### src/rtl/key_debounce_pulse.sv
// ---------------------------------------------------------------------------
// key_debounce_pulse
//
// Turns a raw, bouncing push-button/switch level into a clean debounced level
// in the CLK domain, plus one-cycle press and release pulses. The input passes
// through a 2-FF synchronizer. A 4-state FSM with a stability counter then
// accepts a level change only after the synchronized level has held for
// DEBOUNCE_CYCLES counted cycles.
//
// Parameters:
//   DEBOUNCE_CYCLES : stable synchronized samples needed to accept a change
//                     (2 .. 2**CNT_W)
//   CNT_W           : debounce counter width; must hold DEBOUNCE_CYCLES-1
//
// Ports:
//   CLK         in   system clock, rising edge
//   RST_n       in   asynchronous active-low reset, clears all state
//   KEY_IN      in   raw asynchronous key level (1 = pressed by default)
//   KEY_STATE   out  debounced level, registered
//   KEY_PRESS   out  one-cycle pulse on an accepted 0->1 change, registered
//   KEY_RELEASE out  one-cycle pulse on an accepted 1->0 change, registered
//
// Build option:
//   KEY_ACTIVE_LOW_EN : when defined, KEY_IN is active-low (idle 1). It is
//                       inverted ahead of the synchronizer, so the
//                       synchronizer reset value 0 means "released" in both
//                       builds. All outputs stay active-high.
// ---------------------------------------------------------------------------
module key_debounce_pulse #(
  parameter int DEBOUNCE_CYCLES = 20,
  parameter int CNT_W           = 20
) (
  input  logic CLK,
  input  logic RST_n,
  input  logic KEY_IN,
  output logic KEY_STATE,
  output logic KEY_PRESS,
  output logic KEY_RELEASE
);

  typedef enum logic [1:0] {
    ST_IDLE         = 2'd0,
    ST_PRESS_WAIT   = 2'd1,
    ST_PRESSED      = 2'd2,
    ST_RELEASE_WAIT = 2'd3
  } state_t;

  localparam logic [CNT_W-1:0] LP_CNT_MAX = CNT_W'(DEBOUNCE_CYCLES - 1);

  logic             w_key_act;
  logic             r_sync_p0;
  logic             r_sync_p1;
  state_t           r_state;
  state_t           w_state_nxt;
  logic [CNT_W-1:0] r_cnt;
  logic [CNT_W-1:0] w_cnt_nxt;
  logic             r_key_state;
  logic             w_key_state_nxt;
  logic             r_key_press;
  logic             w_key_press_nxt;
  logic             r_key_release;
  logic             w_key_release_nxt;

`ifdef KEY_ACTIVE_LOW_EN
  assign w_key_act = ~KEY_IN;
`else
  assign w_key_act = KEY_IN;
`endif

  // Stage p0/p1: two-flop synchronizer, 0 = released after reset
  always_ff @(posedge CLK or negedge RST_n) begin
    if (!RST_n) begin
      r_sync_p0 <= 1'b0;
      r_sync_p1 <= 1'b0;
    end else begin
      r_sync_p0 <= w_key_act;
      r_sync_p1 <= r_sync_p0;
    end
  end

  // FSM state, counter and registered outputs
  always_ff @(posedge CLK or negedge RST_n) begin
    if (!RST_n) begin
      r_state       <= ST_IDLE;
      r_cnt         <= '0;
      r_key_state   <= 1'b0;
      r_key_press   <= 1'b0;
      r_key_release <= 1'b0;
    end else begin
      r_state       <= w_state_nxt;
      r_cnt         <= w_cnt_nxt;
      r_key_state   <= w_key_state_nxt;
      r_key_press   <= w_key_press_nxt;
      r_key_release <= w_key_release_nxt;
    end
  end

  // Next-state logic. The counter restarts on every bounce, and it is only
  // advanced while it is below LP_CNT_MAX, so it can never wrap.
  always_comb begin
    w_state_nxt       = r_state;
    w_cnt_nxt         = r_cnt;
    w_key_state_nxt   = r_key_state;
    w_key_press_nxt   = 1'b0;
    w_key_release_nxt = 1'b0;
    case (r_state)
      ST_IDLE: begin
        w_key_state_nxt = 1'b0;
        if (r_sync_p1) begin
          w_state_nxt = ST_PRESS_WAIT;
          w_cnt_nxt   = '0;
        end
      end
      ST_PRESS_WAIT: begin
        if (!r_sync_p1) begin
          w_state_nxt = ST_IDLE;
          w_cnt_nxt   = '0;
        end else if (r_cnt == LP_CNT_MAX) begin
          w_state_nxt     = ST_PRESSED;
          w_key_state_nxt = 1'b1;
          w_key_press_nxt = 1'b1;
        end else begin
          w_cnt_nxt = r_cnt + 1'b1;
        end
      end
      ST_PRESSED: begin
        w_key_state_nxt = 1'b1;
        if (!r_sync_p1) begin
          w_state_nxt = ST_RELEASE_WAIT;
          w_cnt_nxt   = '0;
        end
      end
      ST_RELEASE_WAIT: begin
        if (r_sync_p1) begin
          w_state_nxt = ST_PRESSED;
          w_cnt_nxt   = '0;
        end else if (r_cnt == LP_CNT_MAX) begin
          w_state_nxt       = ST_IDLE;
          w_key_state_nxt   = 1'b0;
          w_key_release_nxt = 1'b1;
        end else begin
          w_cnt_nxt = r_cnt + 1'b1;
        end
      end
      default: begin
        w_state_nxt     = ST_IDLE;
        w_cnt_nxt       = '0;
        w_key_state_nxt = 1'b0;
      end
    endcase
  end

  assign KEY_STATE   = r_key_state;
  assign KEY_PRESS   = r_key_press;
  assign KEY_RELEASE = r_key_release;

endmodule
### config.mk
export PLATFORM = sky130hd
export DESIGN_NAME = key_debounce_pulse
export DESIGN_NICKNAME = d
export VERILOG_FILES = /design/src/rtl/key_debounce_pulse.sv
export SDC_FILE = /design/constraint.sdc
export NUM_CORES = 1
export LEC_CHECK = 0
export ABC_AREA = 0
export CORE_ASPECT_RATIO = 0.6
export CORE_MARGIN = 4
export CORE_UTILIZATION = 40
export DETAILED_ROUTE_END_ITERATION = 8
export GPL_TIMING_DRIVEN = 0
export MAX_ROUTING_LAYER = met4
export SLEW_MARGIN = 0
export SYNTH_ARGS = -nofsm -noshare
export SYNTH_HDL_FRONTEND = slang
export SYNTH_SLANG_ARGS = --single-unit
### constraint.sdc
create_clock -name CLK -period 6.6 [get_ports CLK]
set_clock_uncertainty 0.2 [all_clocks]
set_input_delay 0.66 -clock CLK [delete_from_list [all_inputs] [get_ports CLK]]
set_output_delay 0.66 -clock CLK [all_outputs]
set_load 0.03 [all_outputs]
==> flow_summary.ini <==
[clock_tree]
cts_setup_buffers = 0
hold_buffers = 0
clk_latency_ns = 0.27
clock_sinks = 27
cts_buffer_depth = 2
tritoncts = built
cts_root_buf = clkbuf_8
path_clk_slew_ns = 0.09
cts_made_buffers = 3
ctsHtreeMaxLevel = 1
cts_resized = 0

[layout]
syn_to_final_growth_pct = 10.04
layout_commonest_cell = dfrtp_1
regArea_um2 = 675.6
nets = 167
diodes = 0
multiInputGateArea_um2 = 752.0
drive_gt1_frac = 0.08228
fillers = 330
final_cell_mix = dfrtp_1, nor2_1, xor2_1

[status]
status = finished, final reports clean

[detailed_routing]
avgRoutedWirePerCell_um = 16.29
wl_um = 3307
wl_met1_um = 1718
postRouteAntennaNets = 0
routed-via-count = 1187
dr_wl_met3_um = 278
drt_iter0_drc = 106
met2_length_um = 1302
top_layer_used = met4
via_per_inst = 5.847
drcViolationCount = 0
drtPass1Iterations = 4

[floorplanning]
fp.dieArea_um2 = 4706
die-height_um = 54.76
io_pins = 6
rows = 16
die_w_um = 85.93
placeableCoreArea_um2 = 3383
start_util = 0.4308

[logic_synthesis]
ys_warn_count = 0
synth.distinct_cells = 37
ys_ff_latch = 27
synthCells = 149
syn_area_um2 = 1458
synth-seq-area-share = 0.4635
syn-num-nets = 157
syn_area_per_cell_um2 = 9.783

[setup_path]
crit_type = reg2reg
critPathRequiredTime_ns = 6.57
arrival_ns = 2.40
critPathMaxFanout = 10
cp-end-kind = register
ff2ff_path_depth = 8
reg2reg_setup_slack_ns = 4.17
r2r_start = r_state[0]
cp-start-kind = register

[run]
maxCapViolCount = 0

[hold_path]
min_from = r_sync_p0
min_to = r_sync_p1
hp-class = reg2reg
whs_path_depth = 0

[sta]
setup_tns_ns = 0
maxSlewViolCount = 0
rsz0062_at_grt = false
min_period_ns = 2.431
setup_viol = 0
max_slew.worst_pin.slew_ns = 0.8238
fmax_mhz = 411.3
finalCritPeriodShare = 0.3684
hold_slack_ns = 0.1621
slew_headroom = 0.4466
hold_viol = 0

[global_routing]
first_global_vias = 1141
antenna_found_initial = 0
grt_overflow = 0
grt_pass1_wl_um = 5644
grt_max_degree = 28
grt.total_usage = 0.1643

[placed_design]
dp_hpwl_um = 2406
place.gp.congestion = 0.8824
portBuffers = 5

[power_and_ir_drop]
power_leakage_nw = 0.6840
p_per_area_nw_per_um2 = 299.7
ir_drop_uv = 137.8
==> where the power goes <==
part           total, mW  internal, mW  switching, mW
Combinational      0.192        0.0675          0.124
Clock             0.0922        0.0432         0.0490
Sequential         0.197         0.181         0.0158
==> worst max path at each step <==
stage | slack [ns] | cells after the start | to | start
final | 4.17 | 8 | register | r_state[0]
after global routing | 4.00 | 6 | r_cnt[8] | register
after CTS | 4.19 | 6 | r_cnt[9] | register
after detailed placement | 4.20 | 5 | r_cnt[9] | r_state[0]
after global placement | 4.26 | 1 | r_cnt[17] | RST_n
after floorplan | 4.51 | 6 | r_cnt[12] | r_state[0]
==> stage by stage <==
stage               cells    util  cell area (um^2)  setup slack, ns  power, mW
finish                203  0.4741              1604            4.169     0.4808
global route          203  0.4741              1604            4.000     0.5176
CTS                   203  0.4756              1609            4.187     0.4845
detailed placement    199  0.4623              1564            4.196     0.3905
global placement      199  0.4623              1564            4.257     0.3803
floorplan             149       -              1458            4.515     0.3347
==> per-layer routing <==
layer,global-route usage,vias up
met5,-,-
met4,0.02632,0
met3,0.05113,2
met2,0.2238,46
met1,0.2390,582
li1,-,557
==> final cells by class <==
type,count,area share
Buffer,3,0.01170
Clock buffer,4,0.02808
Inverter,3,0.007020
Multi-Input combinational cell,116,0.4688
Sequential cell,27,0.4212
Tap cell,45,0.03510
Timing Repair Buffer,5,0.02808
==> registers in the layout, summed over array words and instances, names as in the netlist, named ones only <==
signal,count
r_sync_p1,1
KEY_PRESS,1
KEY_STATE,1
KEY_RELEASE,1
r_cnt,20
r_state,1
r_sync_p0,1
==> cells by family (layout without fill, tap and decap cells) <==
kind of cell               after synthesis  count (layout)  share of synthesized area
muxes                                    5               5                    0.03862
xor gates and xnor gates                13              13                    0.07811
AOI/OAI and AO/OA                       22              22                     0.1056
and+or+nand+nor                         71              71                     0.2507
adders and majority gates                5               5                    0.04292
buffers and inverters                    6              15                    0.02060
DFF                                     27              27                     0.4635
==> worst max-delay path, cell delays in order (launching register included) <==
cell and delay (ns):
dfrtp_1 0.46, inv_1 0.10, ha_1 0.23, mux2i_1 0.29, clkbuf_1 0.42, nand2_1 0.17
o31ai_4 0.13, a21oi_1 0.11, a31o_2 0.22
==> synth_stat cells <==
master / n / share of area
a21oi_1: 4 / 0.014
a31o_2: 1 / 0.0060
a31oi_1: 1 / 0.0043
and3_2: 1 / 0.0052
o2111ai_1: 2 / 0.012
and2_0: 1 / 0.0043
inv_1: 3 / 0.0077
nand2_1: 10 / 0.026
ha_1: 5 / 0.043
nand3_1: 9 / 0.031
mux2_2: 1 / 0.0077
a22o_1: 1 / 0.0060
or3_2: 1 / 0.0052
o311a_1: 1 / 0.0069
and3_1: 4 / 0.017
clkbuf_1: 2 / 0.0052
o21ai_0: 9 / 0.031
or2_2: 1 / 0.0043
nor2_1: 21 / 0.054
nor4_1: 3 / 0.013
nand2b_1: 1 / 0.0043
mux2i_1: 3 / 0.021
nor3b_1: 1 / 0.0052
or3_4: 1 / 0.0077
mux2_4: 1 / 0.010
nand4_1: 6 / 0.026
o31ai_1: 1 / 0.0052
or3_1: 3 / 0.013
o311ai_0: 1 / 0.0060
and4_1: 2 / 0.012
o31ai_4: 1 / 0.015
nor3_1: 5 / 0.017
xnor2_1: 2 / 0.012
nor4b_1: 1 / 0.0060
xor2_1: 11 / 0.066
dfrtp_1: 27 / 0.46
buf_6: 1 / 0.0077
(Power assumes the default switching activity.)
